===== src/rtl/usb_tx.sv =====
// usb_tx: USB full-speed transmitter. Frames SYNC/PID/payload/CRC16, bit-stuffs,
// NRZI-encodes and appends EOP, using 8/8/9-clock bit periods from a 100 MHz clock.
//   state   | meaning
//   IDLE    | bus at J, sampling TX_packet
//   SYNC    | sending 0000_0001
//   PID     | sending {pid, ~pid}
//   DATA    | sending a payload byte
//   CRC_HI  | sending complemented CRC16 [15:8]
//   CRC_LO  | sending complemented CRC16 [7:0]
//   EOP_SE0 | two bit periods of SE0
//   EOP_J   | one bit period of J
module usb_tx #(
  parameter int DATA_WIDTH = 8,
  parameter int MAX_BYTES  = 64,
  parameter int OCC_WIDTH  = 7
) (
  input  logic                  clk,
  input  logic                  n_rst,
  input  logic [2:0]            TX_packet,
  input  logic [OCC_WIDTH-1:0]  buffer_occupancy,
  input  logic [DATA_WIDTH-1:0] TX_packet_data,
  output logic                  get_TX_packet_data,
  output logic                  d_plus,
  output logic                  d_minus,
  output logic                  TX_transfer_active,
  output logic                  TX_error
);

  typedef enum logic [2:0] {
    IDLE, SYNC, PID, DATA, CRC_HI, CRC_LO, EOP_SE0, EOP_J
  } state_t;

  localparam logic [OCC_WIDTH-1:0] MAX_N = OCC_WIDTH'(MAX_BYTES);
  localparam logic [2:0]           LAST_BIT = 3'(DATA_WIDTH - 1);

  state_t                state_q, state_d;
  logic [3:0]            cnt_q, cnt_d;
  logic [1:0]            ph_q, ph_d, ph_nx;
  logic [DATA_WIDTH-1:0] sh_q, sh_d;
  logic [2:0]            bcnt_q, bcnt_d;
  logic [2:0]            ones_q, ones_d;
  logic [2:0]            ptype_q, ptype_d;
  logic [OCC_WIDTH-1:0]  rem_q, rem_d;
  logic                  have_q, have_d;
  logic [DATA_WIDTH-1:0] data_q, data_d;
  logic [15:0]           crc_q, crc_d;
  logic                  rd_pend_q, rd_pend_d;
  logic                  get_q, get_d;
  logic                  err_q, err_d;
  logic                  active_q, active_d;
  logic                  dp_q, dp_d;
  logic                  dm_q, dm_d;

  logic                  drive, tx_bit, to_eop, is_data, reject;
  logic [DATA_WIDTH-1:0] nbyte, pid_byte;

  function automatic logic [3:0] pid_of(input logic [2:0] t);
    case (t)
      3'd1:    pid_of = 4'b0011;
      3'd2:    pid_of = 4'b1011;
      3'd3:    pid_of = 4'b0010;
      3'd4:    pid_of = 4'b1010;
      default: pid_of = 4'b1110;
    endcase
  endfunction

  function automatic logic [15:0] crc_upd(input logic [15:0] c, input logic [DATA_WIDTH-1:0] b);
    logic [15:0] r;
    r = c;
    for (int i = DATA_WIDTH - 1; i >= 0; i--) begin
      if (r[15] ^ b[i]) r = {r[14:0], 1'b0} ^ 16'h8005;
      else              r = {r[14:0], 1'b0};
    end
    return r;
  endfunction

  assign pid_byte = {pid_of(ptype_q), ~pid_of(ptype_q)};
  assign is_data  = (TX_packet == 3'd1) || (TX_packet == 3'd2);
  assign reject   = (TX_packet == 3'd6) || (TX_packet == 3'd7) ||
                    (is_data && (buffer_occupancy > MAX_N));
  assign ph_nx    = (ph_q == 2'd2) ? 2'd0 : ph_q + 2'd1;

  always_comb begin
    state_d   = state_q;
    cnt_d     = cnt_q;
    ph_d      = ph_q;
    sh_d      = sh_q;
    bcnt_d    = bcnt_q;
    ones_d    = ones_q;
    ptype_d   = ptype_q;
    rem_d     = rem_q;
    have_d    = have_q;
    data_d    = data_q;
    crc_d     = crc_q;
    rd_pend_d = get_q;
    get_d     = 1'b0;
    err_d     = 1'b0;
    active_d  = active_q;
    dp_d      = dp_q;
    dm_d      = dm_q;
    drive     = 1'b0;
    tx_bit    = 1'b1;
    to_eop    = 1'b0;
    nbyte     = '0;

    // Buffer data is valid the clock after the pop; CRC folds in each byte as it lands.
    if (rd_pend_q) begin
      data_d = TX_packet_data;
      crc_d  = crc_upd(crc_q, TX_packet_data);
    end

    case (state_q)
      IDLE: begin
        if (TX_packet != 3'd0) begin
          if (reject) begin
            err_d = 1'b1;
          end else begin
            state_d  = SYNC;
            active_d = 1'b1;
            cnt_d    = 4'd7;
            ph_d     = 2'd0;
            sh_d     = DATA_WIDTH'(1);
            bcnt_d   = 3'd0;
            ptype_d  = TX_packet;
            rem_d    = is_data ? buffer_occupancy : '0;
            have_d   = 1'b0;
            crc_d    = 16'hFFFF;
            tx_bit   = 1'b0;
            drive    = 1'b1;
          end
        end
      end
      default: begin
        if (cnt_q != 4'd0) begin
          cnt_d = cnt_q - 4'd1;
        end else begin
          ph_d  = ph_nx;
          cnt_d = (ph_nx == 2'd2) ? 4'd8 : 4'd7;
          case (state_q)
            EOP_SE0: begin
              if (bcnt_q == 3'd0) begin
                bcnt_d = 3'd1;
              end else begin
                state_d = EOP_J;
                dp_d    = 1'b1;
                dm_d    = 1'b0;
              end
            end
            EOP_J: begin
              state_d  = IDLE;
              active_d = 1'b0;
            end
            default: begin
              if (ones_q == 3'd6) begin
                // Stuffed bit: pointers hold, so the next real bit slips one period.
                tx_bit = 1'b0;
                drive  = 1'b1;
              end else if (bcnt_q != LAST_BIT) begin
                sh_d   = {sh_q[DATA_WIDTH-2:0], 1'b0};
                bcnt_d = bcnt_q + 3'd1;
                tx_bit = sh_q[DATA_WIDTH-2];
                drive  = 1'b1;
                if ((bcnt_q == LAST_BIT - 3'd1) && ((state_q == PID) || (state_q == DATA)) &&
                    (rem_q != '0)) begin
                  get_d  = 1'b1;
                  rem_d  = rem_q - OCC_WIDTH'(1);
                  have_d = 1'b1;
                end
              end else begin
                bcnt_d = 3'd0;
                case (state_q)
                  SYNC: begin
                    state_d = PID;
                    nbyte   = pid_byte;
                  end
                  PID, DATA: begin
                    if (ptype_q >= 3'd3) begin
                      to_eop = 1'b1;
                    end else if (have_q) begin
                      state_d = DATA;
                      nbyte   = data_q;
                      have_d  = 1'b0;
                    end else begin
                      state_d = CRC_HI;
                      nbyte   = ~crc_q[15:8];
                    end
                  end
                  CRC_HI: begin
                    state_d = CRC_LO;
                    nbyte   = ~crc_q[7:0];
                  end
                  default: to_eop = 1'b1;
                endcase
                if (to_eop) begin
                  state_d = EOP_SE0;
                  dp_d    = 1'b0;
                  dm_d    = 1'b0;
                end else begin
                  sh_d   = nbyte;
                  tx_bit = nbyte[DATA_WIDTH-1];
                  drive  = 1'b1;
                end
              end
            end
          endcase
        end
      end
    endcase

    if (drive) begin
      ones_d = tx_bit ? ones_q + 3'd1 : 3'd0;
      dp_d   = tx_bit ? dp_q : ~dp_q;
      dm_d   = tx_bit ? ~dp_q : dp_q;
    end
  end

  always_ff @(posedge clk or negedge n_rst) begin
    if (!n_rst) begin
      state_q   <= IDLE;
      cnt_q     <= '0;
      ph_q      <= '0;
      sh_q      <= '0;
      bcnt_q    <= '0;
      ones_q    <= '0;
      ptype_q   <= '0;
      rem_q     <= '0;
      have_q    <= 1'b0;
      data_q    <= '0;
      crc_q     <= 16'hFFFF;
      rd_pend_q <= 1'b0;
      get_q     <= 1'b0;
      err_q     <= 1'b0;
      active_q  <= 1'b0;
      dp_q      <= 1'b1;
      dm_q      <= 1'b0;
    end else begin
      state_q   <= state_d;
      cnt_q     <= cnt_d;
      ph_q      <= ph_d;
      sh_q      <= sh_d;
      bcnt_q    <= bcnt_d;
      ones_q    <= ones_d;
      ptype_q   <= ptype_d;
      rem_q     <= rem_d;
      have_q    <= have_d;
      data_q    <= data_d;
      crc_q     <= crc_d;
      rd_pend_q <= rd_pend_d;
      get_q     <= get_d;
      err_q     <= err_d;
      active_q  <= active_d;
      dp_q      <= dp_d;
      dm_q      <= dm_d;
    end
  end

  assign get_TX_packet_data = get_q;
  assign d_plus             = dp_q;
  assign d_minus            = dm_q;
  assign TX_transfer_active = active_q;
  assign TX_error           = err_q;

endmodule


===== config.mk =====
export PLATFORM = sky130hd
export DESIGN_NAME = usb_tx
export DESIGN_NICKNAME = d
export VERILOG_FILES = /design/src/rtl/usb_tx.sv
export SDC_FILE = /design/constraint.sdc
export NUM_CORES = 1
export LEC_CHECK = 0
export CORE_MARGIN = 2
export CORE_UTILIZATION = 65
export CTS_BUF_LIST = sky130_fd_sc_hd__clkbuf_4 sky130_fd_sc_hd__clkbuf_8
export DETAILED_ROUTE_END_ITERATION = 6
export PLACE_DENSITY = 0.87
export REMOVE_ABC_BUFFERS = 1
export SLEW_MARGIN = 10
export SYNTH_ARGS = -nofsm -noshare
export SYNTH_HDL_FRONTEND = slang
export SYNTH_SLANG_ARGS = --single-unit

===== constraint.sdc =====
create_clock -name clk -period 4.7 [get_ports clk]
set_input_delay 0.94 -clock clk [delete_from_list [all_inputs] [get_ports clk]]
set_output_delay 0.94 -clock clk [all_outputs]
set_load 0.05 [all_outputs]

==> out/qor.yml <==
cts:
  ctsHoldBuffers: 0
  clk_latency_ns: 0.35
  cts_buffers: 9
  postCtsSetupRepairBufs: 0
  root_buffer: "clkbuf_8"
  clk_pin_slew_ns: 0.07
  cts_tree: "yes"
  ctsHtreeMaxLevel: 3
  cts.repair.resized: 0
  clock_sinks: 63
  clockBufferDepth: 2
logic_synthesis:
  ys_warn_count: 0
  async_flop_share_pct: 100
  synth.area.top_cells: "dfrtp_1, dfstp_2, nand2_1"
  synth_ff_type: "dfrtp_1"
  synth.distinct_cells: 64
  synth_edf_count: 0
  synth_area_leader_cell: "dfrtp_1"
  synth_seq_area_share_pct: 42.0
  synth_area_sq_um: 3810
  synth_top_area_share_pct: 30.2
  synth_common_cells: "nand2_1, dfrtp_1, nor2_1"
  synth.most_common_cell: "nand2_1"
  syn_area_per_cell_sq_um: 9.45
  synthCells: 403
  synth.ff_latch_count: 63
sta:
  final-setup-viol-count: 0
  finalSetupTns_ns: 0
  max_slew_margin_pct: 21.3
  hold_violations: 0
  rsz0062_at_grt: "false"
  worstMarginPinSlew_ns: 1.18
  setup_ws_ns: 1.55
  clock_skew_ns: 0.0120
  fin_crit_sh_pct: 67.1
  fin_crit_ns: 3.15
  clock.fmax_mhz: 317
  slew_viol_final: 0
die:
  ios: 25
  start_util_pct: 68.3
  dieArea_sq_um: 6490
  fp.dieH_microns: 80.5
  rows: 27
  die_w_microns: 80.5
  core-area_sq_um: 5570
power_and_ir_drop:
  p_per_area_nw_per_um2: 558
  power_leakage_nw: 1.81
  max-vdd-ir-drop_uv: 422
route:
  ant_nets: 0
  first_pass_iters: 5
  first_iter_violations: 350
  num_vias: 3206
  drcViolationCount: 0
  wl_microns: 9030
  vias_per_cell: 6.41
  wire_per_inst_microns: 18.1
hold_path:
  hp-class: "register to register"
place:
  dp_hpwl_microns: 5930
  place_inst: 484
  post_dp_cell_area_sq_um: 4080
  gp_congestion: 0.870
  portBuffers: 24
  pre_cts_slack_ns: 1.21
worst_setup_path:
  end_kind: "register"
  crit_chain: "clkdlybuf4s50_1 -> nor4_1 -> a211oi_2 -> a21bo_2 -> a21oi_2 -> o21a_1 -> mux2_2"
  crit_family: "compound AO/OA/AOI/OAI gates"
  crit_type: "input pin to register"
  cpPeakStageDelay_ns: 0.43
  startpoint_type: "input pin"
  crit_fanout: 24
  cp.required_ns: 4.93
  cpMaxStageDelayCell: "clkdlybuf4s50_1"
  cp.buffers_inverters: 1
  critical_path_arrival_ns: 3.38
outcome:
  status: "complete, no violations"
final_layout:
  fin_area_sq_um: 4320
  drive_above_1_share_pct: 16.1
  fin_nets: 452
  antenna_cells: 0
  final_cell_count_no_fill: 500
  fillCellCount: 370
  area_growth_syn_to_layout_pct: 13.4
global_routing:
  first_global_vias: 3086
  grt_pass1_wl_microns: 14900
  antenna_found_initial: 0
  grt_max_degree: 64
  grt_usage_pct: 30.3
  grt-ovfl-total: 0
run:
  cap_violations: 0
worst paths after layout:
check / cells after the start / slack, ns / start / to
setup / recovery: 7 / 1.55 / buffer_occupancy[0] / sh_q[5]
hold / removal: 0 / 0.39 / get_TX_packet_data / rd_pend_q
setup reg to reg: 6 / 1.87 / state_q[1] / d_minus
hold reg to reg: 0 / 0.39 / get_TX_packet_data / rd_pend_q
max in group asynchronous: 2 / 3.41 / n_rst / state_q[1]
min in group asynchronous: 2 / 0.75 / n_rst / data_q[1]
logic make-up (layout without fill, tap and decap cells):
logic type                 count (synthesis)  in the layout  share of synthesized area [%]
xor gates and xnor gates                  25             25                           7.29
adders and majority gates                  9              9                           2.96
buffers and inverters                     27             52                           2.89
muxes                                     27             27                           7.72
and+or+nand+nor                          138            138                           16.5
AOI/OAI and AO/OA                        114            114                           20.7
DFF                                       63             63                           42.0
report_power, final:
group          internal, mW  total, mW  switching [mW]
registers             0.673      0.838           0.166
logic                 0.418       1.00           0.585
clock network         0.343      0.568           0.225
total                  1.43       2.41           0.975
cell usage in the layout (no fill, tap or decap), drive strengths merged, types with 3 or more instances in the layout:
master	count
a21boi	5
a21o	4
a21oi	20
a221o	3
a22o	5
a2bb2oi	4
a31oi	3
and2	4
buf	3
clkbuf	12
clkdlybuf4s50	23
dfrtp	46
dfstp	17
ha	9
inv	10
mux2	16
mux2i	11
nand2	61
nand2b	3
nand3	4
nor2	36
nor2b	7
nor3	10
o21ai	35
o22ai	10
o31ai	3
or3b	3
xnor2	20
xor2	3
layout make-up:
cell class	count	area (sq um)	area share (%)
clock buffers	12	165	3.82
multi-input cells	313	2100	48.7
clock inverters	4	76.3	1.77
flip-flops and latches	63	1600	37.0
repair buffers	26	250	5.80
inverters	10	37.5	0.869
well taps	72	90.1	2.09
state kept, by name (all words and copies together), names as in the netlist:
| register | cells |
|---|---|
| ph_q | 2 |
| d_minus | 1 |
| data_q | 8 |
| state_q | 3 |
| cnt_q | 4 |
| rd_pend_q | 1 |
| get_TX_packet_data | 1 |
| TX_error | 1 |
| have_q | 1 |
| rem_q | 7 |
| crc_q | 16 |
| ones_q | 3 |
| TX_transfer_active | 1 |
| d_plus | 1 |
| sh_q | 7 |
| bcnt_q | 3 |
| ptype_q | 3 |
through the flow:
stage | util, % | hold WS (ns) | power [mW]
2_1_floorplan | - | 0.448 | 1.54
3_3_place_gp | 73.1 | 0.357 | 1.78
3_5_place_dp | 73.1 | 0.374 | 1.82
4_1_cts | 77.5 | 0.391 | 2.39
5_1_grt | 77.5 | 0.403 | 2.55
6_report | 77.5 | 0.387 | 2.41
worst reg2reg max path: cells and delay by family, from the launching register on:
family | cells | cell delay [ns]
AND/OR/NAND/NOR | 3 | 1.04
AO/OA/AOI/OAI | 3 | 0.94
flip-flops | 1 | 0.74
metal layers:
metal	vias to the layer above	wire, microns	share of wire, %	track usage [%]
met5	-	0	0	0
met1	1529	3940	44	40.3
met3	38	528	5.8	4.04
met2	155	4240	47	48.6
li1	1484	-	-	-
met4	0	319	3.5	14.9
(Power assumes the default switching activity.)
